**src/rtl/hazard_scoreboard.sv**
```systemverilog
// hazard_scoreboard: hazard and forwarding control for the IF/ID/EX/MEM/WB pipeline.
// A shadow copy of the EX/MEM/WB destination registers drives three things:
// the load-use stall (LOAD_STALL bubbles), the IF/ID flush on a taken branch,
// and the EX operand forwarding selects (00 register, 01 WB, 10 MEM).
// mem_busy_i freezes every stored field and suppresses stall/flush.
// Optional build macro HAZARD_PERF_EN adds saturating 32-bit stall/flush cycle counters.
module hazard_scoreboard #(
    parameter int REG_AW     = 5,
    parameter int LOAD_STALL = 1
) (
    input  logic              clk_i,
    input  logic              rst_i,
    input  logic              id_valid_i,
    input  logic [REG_AW-1:0] id_rs1_i,
    input  logic [REG_AW-1:0] id_rs2_i,
    input  logic              id_rs1_used_i,
    input  logic              id_rs2_used_i,
    input  logic [REG_AW-1:0] id_rd_i,
    input  logic              id_regwrite_i,
    input  logic              id_memread_i,
    input  logic              branch_taken_i,
    input  logic              mem_busy_i,
    output logic              stall_o,
    output logic              flush_o,
    output logic              freeze_o,
    output logic [1:0]        fwd_a_o,
    output logic [1:0]        fwd_b_o
`ifdef HAZARD_PERF_EN
    ,
    output logic [31:0]       perf_stall_o,
    output logic [31:0]       perf_flush_o
`endif
);

    localparam int CW = (LOAD_STALL > 1) ? $clog2(LOAD_STALL) : 1;

    typedef struct packed {
        logic              valid;
        logic [REG_AW-1:0] rd;
        logic              regwrite;
        logic              memread;
    } entry_t;

    entry_t            ex_q;
    entry_t            mem_q;
    entry_t            wb_q;
    logic [REG_AW-1:0] ex_rs1_q;
    logic [REG_AW-1:0] ex_rs2_q;
    logic              ex_rs1_used_q;
    logic              ex_rs2_used_q;
    logic [CW-1:0]     cnt_q;

    logic load_hit;
    logic advance;

    // Loads sitting in WB forward like any other result, so their load flag
    // is carried along for completeness but never consulted.
    logic wb_memread_unused;
    assign wb_memread_unused = wb_q.memread;

    // An entry supplies source s when it will write s and s is really read.
    // Register 0 never matches, so it can neither stall nor forward.
    function automatic logic hit(entry_t e, logic [REG_AW-1:0] s, logic used);
        return e.valid && e.regwrite && (e.rd == s) && (e.rd != '0) && used;
    endfunction

    assign advance  = !mem_busy_i;
    assign freeze_o = mem_busy_i;

    // Load-use detection, stall and branch flush.
    always_comb begin
        load_hit = 1'b0;
        stall_o  = 1'b0;
        flush_o  = 1'b0;
        if (id_valid_i && ex_q.memread &&
            (hit(ex_q, id_rs1_i, id_rs1_used_i) || hit(ex_q, id_rs2_i, id_rs2_used_i)))
            load_hit = 1'b1;
        if ((load_hit || (cnt_q != '0)) && !mem_busy_i)
            stall_o = 1'b1;
        if (branch_taken_i && id_valid_i && !stall_o && !mem_busy_i)
            flush_o = 1'b1;
    end

    // EX operand forwarding; MEM beats WB, but a load in MEM is not forwardable.
    always_comb begin
        fwd_a_o = 2'b00;
        fwd_b_o = 2'b00;
        if (hit(mem_q, ex_rs1_q, ex_rs1_used_q) && !mem_q.memread)
            fwd_a_o = 2'b10;
        else if (hit(wb_q, ex_rs1_q, ex_rs1_used_q))
            fwd_a_o = 2'b01;
        if (hit(mem_q, ex_rs2_q, ex_rs2_used_q) && !mem_q.memread)
            fwd_b_o = 2'b10;
        else if (hit(wb_q, ex_rs2_q, ex_rs2_used_q))
            fwd_b_o = 2'b01;
    end

    // Shadow pipeline: shift EX->MEM->WB, inject ID or a bubble into EX.
    always_ff @(posedge clk_i) begin
        if (rst_i) begin
            ex_q          <= '0;
            mem_q         <= '0;
            wb_q          <= '0;
            ex_rs1_q      <= '0;
            ex_rs2_q      <= '0;
            ex_rs1_used_q <= 1'b0;
            ex_rs2_used_q <= 1'b0;
        end else if (advance) begin
            wb_q  <= mem_q;
            mem_q <= ex_q;
            if (!stall_o && id_valid_i) begin
                ex_q.valid    <= 1'b1;
                ex_q.rd       <= id_rd_i;
                ex_q.regwrite <= id_regwrite_i;
                ex_q.memread  <= id_memread_i;
                ex_rs1_q      <= id_rs1_i;
                ex_rs2_q      <= id_rs2_i;
                ex_rs1_used_q <= id_rs1_used_i;
                ex_rs2_used_q <= id_rs2_used_i;
            end else begin
                ex_q          <= '0;
                ex_rs1_q      <= '0;
                ex_rs2_q      <= '0;
                ex_rs1_used_q <= 1'b0;
                ex_rs2_used_q <= 1'b0;
            end
        end
    end

    // Remaining-bubble down-counter: loaded on the first stall cycle, then
    // counts down to terminal count zero while the pipeline is not frozen.
    always_ff @(posedge clk_i) begin
        if (rst_i) begin
            cnt_q <= '0;
        end else if (advance) begin
            if (cnt_q != '0)
                cnt_q <= cnt_q - 1'b1;
            else if (load_hit)
                cnt_q <= CW'(LOAD_STALL - 1);
        end
    end

`ifdef HAZARD_PERF_EN
    // Saturating counts of stall and flush cycles; both are 0 while frozen.
    always_ff @(posedge clk_i) begin
        if (rst_i) begin
            perf_stall_o <= '0;
            perf_flush_o <= '0;
        end else begin
            if (stall_o && (perf_stall_o != 32'hFFFF_FFFF))
                perf_stall_o <= perf_stall_o + 32'd1;
            if (flush_o && (perf_flush_o != 32'hFFFF_FFFF))
                perf_flush_o <= perf_flush_o + 32'd1;
        end
    end
`endif

endmodule
```
**config.mk**
```make
export PLATFORM = sky130hd
export DESIGN_NAME = hazard_scoreboard
export DESIGN_NICKNAME = d
export VERILOG_FILES = /design/src/rtl/hazard_scoreboard.sv
export SDC_FILE = /design/constraint.sdc
export NUM_CORES = 1
export LEC_CHECK = 0
export ABC_AREA = 1
export CAP_MARGIN = 20
export CORE_MARGIN = 3
export CORE_UTILIZATION = 57
export CTS_CLUSTER_SIZE = 16
export DETAILED_ROUTE_END_ITERATION = 8
export GPL_ROUTABILITY_DRIVEN = 0
export PLACE_DENSITY = 0.85
export SETUP_SLACK_MARGIN = 0.02
export SLEW_MARGIN = 25
export SYNTH_ARGS = -nofsm -noshare
export SYNTH_HDL_FRONTEND = slang
export SYNTH_SLANG_ARGS = --single-unit
```
**constraint.sdc**
```tcl
create_clock -name clk_i -period 2.8 [get_ports clk_i]
set_clock_uncertainty 0.1 [all_clocks]
set_input_delay 0.84 -clock clk_i [delete_from_list [all_inputs] [get_ports clk_i]]
set_output_delay 0.84 -clock clk_i [all_outputs]
set_load 0.02 [all_outputs]
```
==> summary.md <==
| Metric | Value |
|---|---|
| Status | `finished, violations left` |
| Violated checks | `negative setup slack` |
| Dpl hpwl | `~3200 microns` |
| Synthesized area | `~1900 sq um` |
| Hold WS | `380 ps` |
| Setup_tns | `-15.2 ps` |
| Clk pin slew, worst setup/hold paths | `100 ps` |
| Switching share of total power | `26.7%` |
| Main flop type after synthesis | `dfxtp_1` |
| Post-place instance area | `2260 sq um` |
| Largest net degree at the start of global routing | `42` |
| CP max stage cell | `buf_4` |
| Comb power frac | `17.7%` |
| Final nets | `about 340` |
| CP max FO | `3` |
| Data arrival, critical path | `roughly 3000 ps` |
| CP endpoint kind | `flop` |
| Multi-input logic area | `between 1000 and 1500 sq um` |
| R2r endpoint | `ex_q[7]` |
| Yosys Warn Count | `0` |
| Leak Pwr | `1.05 nW` |
| Tcrit/Tclk final | `101%` |
| CTS tree | `done` |
| CTS sink cnt | `35` |
| Share of the synthesized area in the top cell type | `between 30 and 40%` |
| CP most frequent cell | `buf_4` |
| Post-CTS Hold Buffers | `0` |
| CP peak stage delay | `about 130 ps` |
| DRT antenna net count | `0` |
| Minimum clock period | `2820 ps` |
| Register-to-Register Path Depth | `19` |
| MaxCap Viol Count | `0` |
| Critical Path Start Type | `input pin` |
| # fillers | `between 200 and 250` |
| Root buffer cell | `clkbuf_4` |
| Post-synth ARST share | `0%` |
| Crit path to | `ex_q[7]` |
| H-tree depth | `2` |
| Reg area | `approximately 700 sq um` |
| Req. time, crit path | `2980 ps` |
| Row count | `20` |
| Crit. Startpoint | `id_rs2_i[0]` |
| Post-synthesis sequential area ratio | `37.5%` |
| Residual DRC | `0` |
| Pwr/cell area | `between 400 and 500 nW/um^2` |
| Yosys reg bits | `35` |
| Core ar. | `a little over 3000 sq um` |
| Synth area leader | `dfxtp_1` |
| Mapped Cells | `roughly 270` |
| Num CTS Buffers | `5` |
| Post-route insts no fill | `approximately 360` |
| Core Util, Final | `about 80%` |
| Final setup fails | `1` |
| Max_slew headroom | `between 70% and 80%` |
| Layout cells sized above 1 | `between 20 and 30%` |
| Finished Cell Area | `approximately 2400 sq um` |
| Least-Margin Pin Slew | `roughly 420 ps` |
| Reg2reg start | `ex_q[6]` |
| Fmax | `0.355 GHz` |
| Buffers on Ports | `30` |
| Initial Util | `around 60%` |
| Area Growth Syn to Fin | `30.0%` |
| Antenna violations before repair | `0` |
| Via count | `2,009` |
| Fin. max-slew vios | `0` |
| Placed cell count | `344` |
| Worst vdd ir | `around 0.3 mV` |
| Synth Net Count | `293` |
| Detailed Route WL | `approximately 5200 microns` |
| Synth top area cells | `dfxtp_1 (37%), nand2_1 (12%), a21oi_1 (6.7%)` |
| Clock power share | `about 32%` |
| RSZ-0062 raised after global routing | `true` |
| Most common cell in the synthesized netlist | `nand2_1` |
| Clk_lat worst skew | `330 ps` |
| Sequential Power Share | `approximately 50%` |
| Critical path, cell by cell | `buf_6, inv_1, nand2_1, nand2_1, nor2_1, nand3_1, nand2_1, nand2_2, nand2_2, buf_6, buf_4, buf_4, buf_4, buf_4, buf_4, buf_4, buf_4, buf_4, buf_4, buf_4, a21oi_2` |
| P_sw | `slightly below 0.3 mW` |
| Post-Syn Area per Cell | `approximately 7.0 sq um` |
| Ports | `31` |
| Hold crit path type | `flop to flop` |
| Type of the worst setup path | `input pin to flop` |
| Synth unique cells | `29` |
| Synth cell count leaders | `nand2_1 (59), dfxtp_1 (35), inv_1 (30)` |
| # diodes | `0` |
| Final Hold Vio Count | `0` |
| Vias in the first global route | `around 1,800` |
| First-pass GRT wire length | `approximately 8500 microns` |
| Die height | `63.3 microns` |
| Pint | `0.797 mW` |
| Die area | `4000 sq um` |
| Drt wl/cell | `14.5 microns` |
| R2r setup slk | `~70 ps` |
| Tot GR Track Use | `about a quarter` |
| Overflow after GRT | `0` |
| Chip width | `63.3 microns` |
| Clock tree buffer depth | `2` |
| Initial drt markers | `roughly 130` |
| Drt via density | `~5.5` |
| Number of enable flip-flop cells after synthesis | `0` |
| Final setup margin | `-15.2 ps` |
| TritonRoute pass-1 iters | `8` |
state kept, by name (all words and copies together) (netlist names):
name,cells
ex_rs1_q,5
ex_rs2_used_q,1
ex_rs2_q,5
ex_q,8
wb_q,7
ex_rs1_used_q,1
mem_q,8
cell families (layout without fill, tap and decap cells):
group	count (synthesis)	in the layout	share of synthesized area [%]
flip-flops	35	35	37.5
AO/OA/AOI/OAI	62	62	19.5
buffers and inverters	45	95	10.4
XOR/XNOR	7	7	3.28
AND/OR/NAND/NOR	120	120	29.4
worst min path at each step:
| stage | from | endpoint | slack [ps] | depth (start not counted) |
|---|---|---|---|---|
| global placement | ex_q[7] | ex_q[7] | 360 | 2 |
| floorplan | ex_q[7] | ex_q[7] | 350 | 2 |
| finish | ex_q[7] | ex_q[7] | 380 | 2 |
| CTS | ex_q[7] | ex_q[7] | 380 | 2 |
| detailed placement | ex_q[7] | ex_q[7] | 370 | 2 |
| global route | ex_q[7] | ex_q[7] | 410 | 2 |
placed cells by master (no fill, tap or decap), types with 6 or more instances in the layout:
cell type	instances
nand2_1	50
dfxtp_1	34
buf_4	28
a21oi_1	24
inv_1	23
nor2_1	23
o21ai_0	17
nand3_1	15
nand2_2	10
nand3_2	10
a21oi_2	10
clkdlybuf4s50_1	9
inv_2	7
buf_6	7
clkbuf_2	6
layer usage:
metal | vias to the layer above | global-route usage [%] | routed length (microns)
li1 | 979 | - | -
met1 | 897 | 33.7 | 2170
met2 | 107 | 45.1 | 2590
met3 | 26 | 4.99 | 320
met4 | 0 | 9.16 | 170
met5 | - | 0 | 0
worst max-delay path: cells and delay by family:
family	cells	cell delay (ps)
simple gates	7	550
compound gates	1	110
buf+inv	13	1480
power by group through the flow:
stage	clock network (mW)	registers, mW	logic [mW]
after detailed placement	0	0.556	0.173
after CTS	0.344	0.544	0.177
final	0.349	0.546	0.193
after floorplan	0	0.549	0.106
after global routing	0.373	0.550	0.212
after global placement	0	0.555	0.169
timing repair:
item,4_1_cts,5_1_grt
hold endpoints to repair,0,0
buffers inserted,11,1
pin swaps,5,15
resized for setup,33,64
endpoints found under the setup margin,7,4
metrics by stage:
step                power [mW]  worst slack, ps
CTS                       1.07            -87.0
global route              1.13            -78.9
detailed placement       0.729             -663
floorplan                0.655              203
finish                    1.09            -15.2
global placement         0.724             -650
final cells by class:
class / instances / area share, %
multi-input cells: 189 / 41.8
flip-flops and latches: 35 / 28.9
repair buffers: 56 / 19.1
inverters: 32 / 5.04
well taps: 44 / 2.26
clock buffers: 6 / 1.70
clock inverters: 1 / 1.23
(Power assumes the default switching activity.)
